<file path="src/rtl/uart_pkg.sv">
// Shared types and helpers for the UART transmitter: parity mode, FSM states
// and the parity-bit calculation.
package uart_pkg;

  localparam int unsigned MAX_DATA_BITS = 9;

  typedef enum logic [1:0] {
    NONE = 2'd0,
    ODD  = 2'd1,
    EVEN = 2'd2
  } parity_t;

  typedef enum logic [2:0] {
    IDLE  = 3'd0,
    START = 3'd1,
    DATA  = 3'd2,
    PAR   = 3'd3,
    STOP  = 3'd4
  } tx_state_t;

  // Callers zero-extend narrower words, which leaves the XOR unchanged.
  function automatic logic par_bit(input logic [MAX_DATA_BITS-1:0] data, input parity_t mode);
    logic x;
    x = ^data;
    return (mode == ODD) ? ~x : x;
  endfunction

endpackage

</file>
<file path="src/rtl/uart_tx_ext_if.sv">
// Host-side stream, divisor and status bundle for the UART transmitter.
interface uart_tx_ext_if #(
  parameter int unsigned DATA_BITS  = 8,
  parameter int unsigned DIV_W      = 16,
  parameter int unsigned FIFO_DEPTH = 4
);
  localparam int unsigned LVL_W = $clog2(FIFO_DEPTH) + 1;

  logic [DIV_W-1:0]     baud_div;
  logic [DATA_BITS-1:0] in_data;
  logic                 in_valid;
  logic                 in_ready;
  logic                 out_txd;
  logic                 out_busy;
  logic [LVL_W-1:0]     out_level;

  modport master (
    output baud_div, in_data, in_valid,
    input  in_ready, out_txd, out_busy, out_level
  );

  modport slave (
    input  baud_div, in_data, in_valid,
    output in_ready, out_txd, out_busy, out_level
  );
endinterface

</file>
<file path="src/rtl/uart_tx_fifo.sv">
// Small synchronous FIFO with a combinational head word; the caller guarantees
// push only when not full and pop only when not empty.
module uart_tx_fifo #(
  parameter int unsigned WIDTH = 8,
  parameter int unsigned DEPTH = 4
) (
  input  logic                       clk,
  input  logic                       rst_n,
  input  logic                       push,
  input  logic                       pop,
  input  logic [WIDTH-1:0]           din,
  output logic [WIDTH-1:0]           dout,
  output logic [$clog2(DEPTH):0]     level
);
  localparam int unsigned AW = $clog2(DEPTH);

  logic [WIDTH-1:0] mem [DEPTH];
  logic [AW:0]      wptr;
  logic [AW:0]      rptr;

  // Storage needs no reset; only the pointers define what is valid.
  always_ff @(posedge clk) begin
    if (push) mem[wptr[AW-1:0]] <= din;
  end

  always_ff @(posedge clk or negedge rst_n) begin
    if (!rst_n) begin
      wptr <= '0;
      rptr <= '0;
    end else begin
      if (push) wptr <= wptr + (AW+1)'(1);
      if (pop)  rptr <= rptr + (AW+1)'(1);
    end
  end

  assign dout  = mem[rptr[AW-1:0]];
  assign level = wptr - rptr;

endmodule

</file>
<file path="src/rtl/uart_tx_ext.sv">
// UART transmitter: buffers words from a ready/valid stream and serialises
// them LSB first with optional parity and 1 or 2 stop bits.
module uart_tx_ext
  import uart_pkg::*;
#(
  parameter int unsigned DATA_BITS  = 8,
  parameter int unsigned PARITY     = 0,
  parameter int unsigned STOP_BITS  = 1,
  parameter int unsigned DIV_W      = 16,
  parameter int unsigned FIFO_DEPTH = 4
) (
  input logic         clk,
  input logic         rst_n,
  uart_tx_ext_if.slave bus
);
  localparam int unsigned LVL_W = $clog2(FIFO_DEPTH) + 1;
  localparam int unsigned CNT_W = $clog2(DATA_BITS + 1);
  localparam parity_t     PMODE = parity_t'(2'(PARITY));

  logic                 push_c;
  logic                 pop_c;
  logic                 load_c;
  logic                 empty_c;
  logic [DATA_BITS-1:0] head;
  logic [LVL_W-1:0]     level;
  logic [LVL_W-1:0]     level_nxt;

  tx_state_t            state_q, state_d;
  logic [DIV_W-1:0]     div_q, div_d;
  logic [DIV_W-1:0]     baud_q, baud_d;
  logic [CNT_W-1:0]     bit_q, bit_d;
  logic [DATA_BITS-1:0] shift_q, shift_d;
  logic                 par_q, par_d;
  logic                 txd_q, txd_d;
  logic                 busy_q, busy_d;

  assign bus.in_ready = (level < LVL_W'(FIFO_DEPTH));
  assign push_c       = bus.in_valid && bus.in_ready;
  assign empty_c      = (level == '0);
  assign level_nxt    = level + LVL_W'(push_c) - LVL_W'(pop_c);

  uart_tx_fifo #(
    .WIDTH (DATA_BITS),
    .DEPTH (FIFO_DEPTH)
  ) u_fifo (
    .clk   (clk),
    .rst_n (rst_n),
    .push  (push_c),
    .pop   (pop_c),
    .din   (bus.in_data),
    .dout  (head),
    .level (level)
  );

  always_ff @(posedge clk or negedge rst_n) begin
    if (!rst_n) begin
      state_q <= IDLE;
      div_q   <= '0;
      baud_q  <= '0;
      bit_q   <= '0;
      shift_q <= '0;
      par_q   <= 1'b0;
      txd_q   <= 1'b1;
      busy_q  <= 1'b0;
    end else begin
      state_q <= state_d;
      div_q   <= div_d;
      baud_q  <= baud_d;
      bit_q   <= bit_d;
      shift_q <= shift_d;
      par_q   <= par_d;
      txd_q   <= txd_d;
      busy_q  <= busy_d;
    end
  end

  // txd is computed for the state being entered so the line is a clean flop.
  always_comb begin
    state_d = state_q;
    div_d   = div_q;
    baud_d  = baud_q;
    bit_d   = bit_q;
    shift_d = shift_q;
    par_d   = par_q;
    txd_d   = txd_q;
    pop_c   = 1'b0;
    load_c  = 1'b0;

    unique case (state_q)
      IDLE: begin
        txd_d  = 1'b1;
        load_c = !empty_c;
      end
      START: begin
        if (baud_q == '0) begin
          state_d = DATA;
          baud_d  = div_q;
          bit_d   = '0;
          txd_d   = shift_q[0];
        end else begin
          baud_d = baud_q - DIV_W'(1);
        end
      end
      DATA: begin
        if (baud_q == '0) begin
          baud_d = div_q;
          if (bit_q == CNT_W'(DATA_BITS - 1)) begin
            bit_d = '0;
            if (PARITY != 0) begin
              state_d = PAR;
              txd_d   = par_q;
            end else begin
              state_d = STOP;
              txd_d   = 1'b1;
            end
          end else begin
            bit_d   = bit_q + CNT_W'(1);
            shift_d = shift_q >> 1;
            txd_d   = shift_q[1];
          end
        end else begin
          baud_d = baud_q - DIV_W'(1);
        end
      end
      PAR: begin
        if (baud_q == '0) begin
          baud_d  = div_q;
          state_d = STOP;
          txd_d   = 1'b1;
        end else begin
          baud_d = baud_q - DIV_W'(1);
        end
      end
      STOP: begin
        if (baud_q == '0) begin
          if (bit_q == CNT_W'(STOP_BITS - 1)) begin
            if (!empty_c) begin
              load_c = 1'b1;
            end else begin
              state_d = IDLE;
              txd_d   = 1'b1;
            end
          end else begin
            bit_d  = bit_q + CNT_W'(1);
            baud_d = div_q;
          end
        end else begin
          baud_d = baud_q - DIV_W'(1);
        end
      end
      default: begin
        state_d = IDLE;
        txd_d   = 1'b1;
      end
    endcase

    // Pop the head word and start a frame; the divisor is captured only here.
    if (load_c) begin
      pop_c   = 1'b1;
      shift_d = head;
      par_d   = par_bit(MAX_DATA_BITS'(head), PMODE);
      div_d   = bus.baud_div;
      baud_d  = bus.baud_div;
      state_d = START;
      txd_d   = 1'b0;
    end

    busy_d = (state_d != IDLE) || (level_nxt != '0);
  end

  assign bus.out_txd   = txd_q;
  assign bus.out_busy  = busy_q;
  assign bus.out_level = level;

endmodule

</file>
<file path="src/flat_wrapper.sv">
// flat-port wrapper written by rule: the top's interface ports become plain ports
module uart_tx_ext_flat import uart_pkg::*;
#(
  parameter int unsigned DATA_BITS  = 8,
  parameter int unsigned PARITY     = 0,
  parameter int unsigned STOP_BITS  = 1,
  parameter int unsigned DIV_W      = 16,
  parameter int unsigned FIFO_DEPTH = 4
)
  (clk, rst_n, bus_baud_div, bus_in_data, bus_in_valid, bus_in_ready, bus_out_txd, bus_out_busy, bus_out_level);
  uart_tx_ext_if #(.DATA_BITS(DATA_BITS), .DIV_W(DIV_W), .FIFO_DEPTH(FIFO_DEPTH)) bus_i ();
  input logic clk;
  input logic rst_n;
  input wire logic [$bits(bus_i.baud_div)-1:0] bus_baud_div;
  input wire logic [$bits(bus_i.in_data)-1:0] bus_in_data;
  input wire logic [$bits(bus_i.in_valid)-1:0] bus_in_valid;
  output wire logic [$bits(bus_i.in_ready)-1:0] bus_in_ready;
  output wire logic [$bits(bus_i.out_txd)-1:0] bus_out_txd;
  output wire logic [$bits(bus_i.out_busy)-1:0] bus_out_busy;
  output wire logic [$bits(bus_i.out_level)-1:0] bus_out_level;
  assign bus_i.baud_div = bus_baud_div;
  assign bus_i.in_data = bus_in_data;
  assign bus_i.in_valid = bus_in_valid;
  assign bus_in_ready = bus_i.in_ready;
  assign bus_out_txd = bus_i.out_txd;
  assign bus_out_busy = bus_i.out_busy;
  assign bus_out_level = bus_i.out_level;
  uart_tx_ext #(.DATA_BITS(DATA_BITS), .PARITY(PARITY), .STOP_BITS(STOP_BITS), .DIV_W(DIV_W), .FIFO_DEPTH(FIFO_DEPTH)) u_core (.clk(clk), .rst_n(rst_n), .bus(bus_i));
endmodule
</file>
<file path="config.mk">
export PLATFORM = sky130hd
export DESIGN_NAME = uart_tx_ext_flat
export DESIGN_NICKNAME = d
export VERILOG_FILES = /design/src/rtl/uart_pkg.sv /design/src/rtl/uart_tx_ext_if.sv /design/src/rtl/uart_tx_fifo.sv /design/src/rtl/uart_tx_ext.sv /design/src/flat_wrapper.sv
export SDC_FILE = /design/constraint.sdc
export NUM_CORES = 1
export LEC_CHECK = 0
export CAP_MARGIN = 40
export CORE_UTILIZATION = 55
export CTS_CLUSTER_SIZE = 40
export DETAILED_ROUTE_END_ITERATION = 8
export PLACE_DENSITY = 0.74
export SLEW_MARGIN = 40
export SYNTH_ARGS = -nofsm -noshare
export SYNTH_HDL_FRONTEND = slang
export SYNTH_SLANG_ARGS = --single-unit
</file>
<file path="constraint.sdc">
create_clock -name clk -period 5.31 [get_ports clk]
set_clock_uncertainty 0.1 [all_clocks]
set_input_delay 1.062 -clock clk [delete_from_list [all_inputs] [get_ports clk]]
set_output_delay 1.062 -clock clk [all_outputs]
set_load 0.05 [all_outputs]
</file>
After elaboration in Yosys (flattened, before gate mapping)
Memory sizes are Yosys's and may differ from the RTL's.
Cells that the tools add are included.
{"block": "totals", "output_inout_bits": 6, "ram_bits": 32, "mem_count": 1, "elab_cells": 93, "register_bits": 55, "inputBits": 27}
{"block": "classes", "muxes": 40, "add_sub_neg": 7, "reduce_logical": 18, "n_eq_ne": 17, "magnitude_cmp": 1}
{"name": "u_core.u_fifo.mem", "depth": 4, "word_bits": 8, "rd": 1, "rd_clocked_by_memory_dff": 0, "write_ports": 1, "line": "uart_tx_fifo.sv:17", "text": "logic [WIDTH-1:0] mem [DEPTH];"}
{"operator": "16-bit 2-to-1 mux", "n": 4}
{"operator": "8-bit 2-to-1 mux", "n": 4}
{"operator": "16-bit case mux with 2 select lines", "n": 1}
{"operator": "3-bit 2-to-1 mux", "n": 8}
{"operator": "4-bit 2-to-1 mux", "n": 5}
{"operator": "3-bit by 1-bit != test with 1-bit output, second input constant", "n": 6}
{"operator": "16-bit logical NOT", "n": 1}
{"operator": "16-bit by 1-bit subtractor with 16-bit output, second input constant", "n": 1}
{"operator": "3-bit case mux with 5 select lines", "n": 1}
{"operator": "1-bit 2-to-1 mux", "n": 14}
{"operator": "4-bit case mux with 3 select lines", "n": 1}
{"operator": "3-bit nonzero test", "n": 4}
{"operator": "2-bit by 1-bit != test with 1-bit output, second input constant", "n": 4}
{"operator": "3-bit by 1-bit adder with 3-bit output, second input constant", "n": 2}
{"operator": "3-bit by 2-bit equality test with 1-bit output, second input constant", "n": 2}
{"operator": "3-bit logical NOT", "n": 2}
{"operator": "6-bit AND reduction", "n": 1}
{"operator": "5-bit AND reduction", "n": 1}
{"operator": "4-bit by 1-bit adder with 4-bit output, second input constant", "n": 1}
{"operator": "4-bit by 3-bit equality test with 1-bit output, second input constant", "n": 1}
{"operator": "4-bit logical NOT", "n": 1}
{"operator": "4-bit by 3-bit != test with 1-bit output, second input constant", "n": 1}
{"operator": "1-bit case mux with 4 select lines", "n": 1}
{"operator": "2-bit nonzero test", "n": 2}
{"operator": "14 further kinds", "n": 14}

Logic depth before layout (Yosys ltp)
{"block": "logic_depth", "depth_word": 10, "depth_mapped": 15}

Modules after synthesis
Synthesis repeated with hierarchy kept, for this count alone.
{"block": "hier_totals", "hier_cells": 397, "hier_area_um2": 4480.5}
{"module": "uart_tx_ext", "instances": 1, "cells_per_inst": 324, "area_per_inst_um2": 2961.6}
{"module": "uart_tx_fifo", "instances": 1, "cells_per_inst": 73, "area_per_inst_um2": 1519.0}

Least setup slack after synthesis
No wires, ideal clock.
{"block": "synth_timing", "kind": "register to register", "startpoint": "register u_core.u_fifo.wptr[0]", "endpoint": "register u_core.busy_q (netlist: u_core.bus.out_busy)", "t_arrival_ns": 3.467, "setup_time_ns": 0.139, "n_path_buf": 2, "slack_ns": 1.604, "path_stages_with_launch": 14, "t_required_ns": 5.071, "period_less_slack_ns": 3.706, "cell_sequence": "dfrtp_1 -> inv_1 -> ha_1 -> fa_1 -> clkbuf_1 -> a311o_1 -> nor2_8 -> buf_6 -> xnor2_1 -> ha_1 -> fa_1 -> xor2_1 -> xnor2_1 -> or4_1"}
{"block": "synth_between", "elab_chain_len": 10, "elab_cells_between_ends": 20, "cone_classes": "3 x add/sub; 1 x order compare; 10 x mux; 6 x reduce/logical"}
{"item": "start: declaration", "line": "uart_tx_fifo.sv:18", "text": "logic [AW:0] wptr;"}
{"item": "start signal: assignment", "line": "uart_tx_fifo.sv:31", "text": "if (push) wptr <= wptr + (AW+1)'(1);"}
{"item": "3-bit subtractor (*)", "line": "uart_tx_fifo.sv:37", "text": "assign level = wptr - rptr;"}
{"item": "parallel branches: the longest is 8 deep, another holds 3-bit less-than comparator"}
{"item": "1-bit logical OR (*)", "line": "uart_tx_ext.sv:168", "text": "busy_d = (state_d != IDLE) || (level_nxt != '0);"}
{"item": "named net u_core.busy_d", "line": "uart_tx_ext.sv:35", "text": "logic busy_q, busy_d;"}
{"item": "end signal: assignment", "line": "uart_tx_ext.sv:73", "text": "busy_q <= busy_d;"}
{"item": "end: declaration", "line": "uart_tx_ext.sv:35"}
Mark *: on every way through the listed nets, which the timed path passes.
A chain may end at the register's enable or synchronous reset.

Worst setup path after layout
Same ends and word-level chain as after synthesis.

==> impl_results.md <==
* Vias in the first global route at 3215
* Count of cell types in the netlist at 74
* Worst path bufs/invs at 1
* N_diodes at 0
* Area Growth Syn to Fin at 11.44%
* Skew-Pair Late Insertion Delay at 0.36 ns
* RSZ-0062 raised after global routing: false
* Top FF cell, synth: dfrtp_1
* Min Hold Slack at 0.3816 ns
* Family with the most delay on the worst path: adder cells
* Die H at 93.50 µm
* Worst Setup SP: u_core.u_fifo.wptr[0]
* R2R Setup Slk at 1.22 ns
* Hold_buf cts at 0
* Syn Nets at 421
* Share of cells above drive strength 1 at 14.43%
* Antenna Nets Post-Route at 0
* Highest-count cells in the layout ignoring fill and taps: 54 x dfrtp_1, 32 x edfxtp_1, 31 x clkdlybuf4s50_1
* Peak VDD IR at 0.2424 mV
* Register-to-Register Path Depth at 12
* Crit Path Class: flip-flop to flip-flop
* Fin. Hold Viols at 0
* Worst slew pin tran at 0.9045 ns
* Relative slew slack at 39.70%
* Mapped Cells at 382
* Yosys reg bits at 87
* Mean area per synthesized cell at 12.05 µm²
* FILL cells at 639
* Via count at 3237
* Crit path largest cell delay at 0.65 ns
* Hold depth at 1
* Starting Density at 56.32%
* Core footprint at 0.008175 mm²
* Seq/Total Area, Yosys at 50.79%
* Leak at 0.001905 µW
* Initial antenna violation count at 0
* Post-CTS Resized at 0
* CTS tree: yes
* Final Max Tran Viols at 0
* CTS Root Cell: clkbuf_8
* Period utilisation layout at 77.03%
* First-pass GRT wire length at 16.24 mm
* I/O Buffers at 32
* Clock tree buffer depth at 2
* Period minus WS final at 4.090 ns
* # DRC at 0
* CP endpoint kind: flip-flop
* Peak Freq at 244.5 MHz
* Row Count at 33
* WP data required at 5.45 ns
* Die width at 93.50 µm
* Hold EP: u_core.div_q[11]
* R2r endpoint: u_core.bus.out_busy
* Commonest non-fill, non-tap cell in the layout: dfrtp_1
* GR Util All Layers at 24.71%
* Via-per-instance ratio at 6.298
* EDFF count, synth at 32
* Reg-to-Reg Start: u_core.u_fifo.wptr[0]
* Sequence of cells on the critical path: inv_1 -> ha_1 -> fa_1 -> xnor3_1 -> a311o_2 -> nor2_8 -> xnor2_1 -> ha_1 -> fa_1 -> xor2_1 -> xnor2_1 -> or4_1
* Iter 0 DRT Violations at 224
* Critical Path Start Type: flip-flop
* Critical Path AT at 4.23 ns
* CP max-delay cell: a311o_2
* IO Pins at 33
* Post-detailed-route wirelength per cell at 19.10 µm
* PwrDens at 411.2 mW/mm²
* H-Tree Depth at 3
* Largest area contributor in the netlist: dfrtp_1
* Min-delay worst type: flip-flop to flip-flop
* Max-cap violations at 0
* Clock slew at reported path FFs at 0.09 ns
* Clock sink total at 87
* Ys async rst share at 63.22%
* Crit-path max FO at 16
* Status: finished, final reports clean
* Synthesized area at 0.004604 mm²
* Total wire length at 9.816 mm
* Post-CTS setup repair buffer count at 0
* Routability cong. at 0.8005
* Largest net degree at the start of global routing at 56
* Residual overflow from global routing at 0
* Endpoints failing setup at 0
* Hold Path Origin: u_core.div_q[11]
* Area share of the largest cell type after synthesis at 29.35%
* Final #Nets at 443
* Total negative setup slack at 0 ns
* Hpwl dp at 6.622 mm
* Ranking of synthesized cells by area: dfrtp_1 29%, edfxtp_1 21%, mux4_2 3.9%
* Pre-antenna DRT Iters at 4
* Die area at 0.008741 mm²
* Cts bufs inserted at 9
* Ys Warns at 0
kinds of logic after synthesis:
logic type / synth area share [%]
flops: 50.79
fa+ha+maj: 3.587
mux: 7.201
compound gates: 15.57
buf+inv: 4.402
simple gates: 15.11
xor+xnor: 3.342
report_power, final:
group	leakage, µW	switching [µW]	total, µW	internal (µW)
logic	0.000869	416	721	305
clock network	0.0000937	234	452	218
registers	0.000942	112	936	824
worst max path at each step:
| stage | cells after the start | slack (ns) | end |
|---|---|---|---|
| final | 12 | 1.22 | u_core.bus.out_busy |
| after global routing | 12 | 1.01 | u_core.bus.out_busy |
| after CTS | 12 | 0.98 | u_core.bus.out_busy |
| after detailed placement | 12 | 0.99 | u_core.bus.out_busy |
| after global placement | 12 | 1.15 | u_core.bus.out_busy |
| after floorplan | 13 | 1.60 | u_core.bus.out_busy |
flip-flops by register name, summed over array words and instances, names as in the netlist:
signal               cells
u_core.u_fifo.mem       32
u_core.baud_q           16
u_core.div_q            16
u_core.shift_q           8
u_core.bit_q             4
u_core.state_q           3
u_core.u_fifo.rptr       3
u_core.u_fifo.wptr       3
u_core.bus.out_busy      1
u_core.bus.out_txd       1
per-layer routing:
metal / up-vias / GRT usage, % / wire (µm)
met3: 17 / 5.610 / 461
met1: 1626 / 32.34 / 4350
met5: - / 0 / 0
met4: 0 / 9.359 / 180
met2: 75 / 40.20 / 4824
li1: 1519 / - / -
area by class of cell:
type / count / area, µm² / area share (%)
Tap cell: 105 / 131.4 / 2.560
Timing Repair Buffer: 37 / 360.3 / 7.023
Sequential cell: 87 / 2338 / 45.57
Inverter: 10 / 37.54 / 0.7315
Clock buffer: 11 / 131.4 / 2.560
Multi-Input combinational cell: 259 / 2076 / 40.45
Clock inverter: 5 / 56.30 / 1.097
cell usage after synthesis, types with 6 or more instances:
cell type,count
inv_1,10
nor3_1,21
ha_1,10
nand3_1,15
xor2_1,6
nand2_1,12
dfrtp_1,54
clkbuf_1,10
o31ai_1,6
and3_1,11
xnor2_1,9
mux2_2,9
edfxtp_1,32
o21ai_0,21
a221o_1,10
nor2_1,14
a31oi_1,7
mux4_2,8
a21oi_1,6
through the flow:
stage	utilization, %	worst slack [ns]	area, µm²	instances	total power (µW)
final	62.76	1.220	5131	514	2110
after global routing	62.76	1.010	5131	514	2227
after CTS	62.57	0.9795	5115	513	2117
after detailed placement	60.27	0.9897	4927	497	1667
after global placement	60.27	1.155	4927	497	1635
after floorplan	-	1.604	4604	382	1441
worst register-to-register path, cell delays in order (launching register included):
cell	delay, ns
dfrtp_1	0.38
inv_1	0.11
ha_1	0.23
fa_1	0.37
xnor3_1	0.39
a311o_2	0.65
nor2_8	0.31
xnor2_1	0.12
ha_1	0.21
fa_1	0.38
xor2_1	0.19
xnor2_1	0.15
or4_1	0.40
Power figures use the tool's default switching activity.
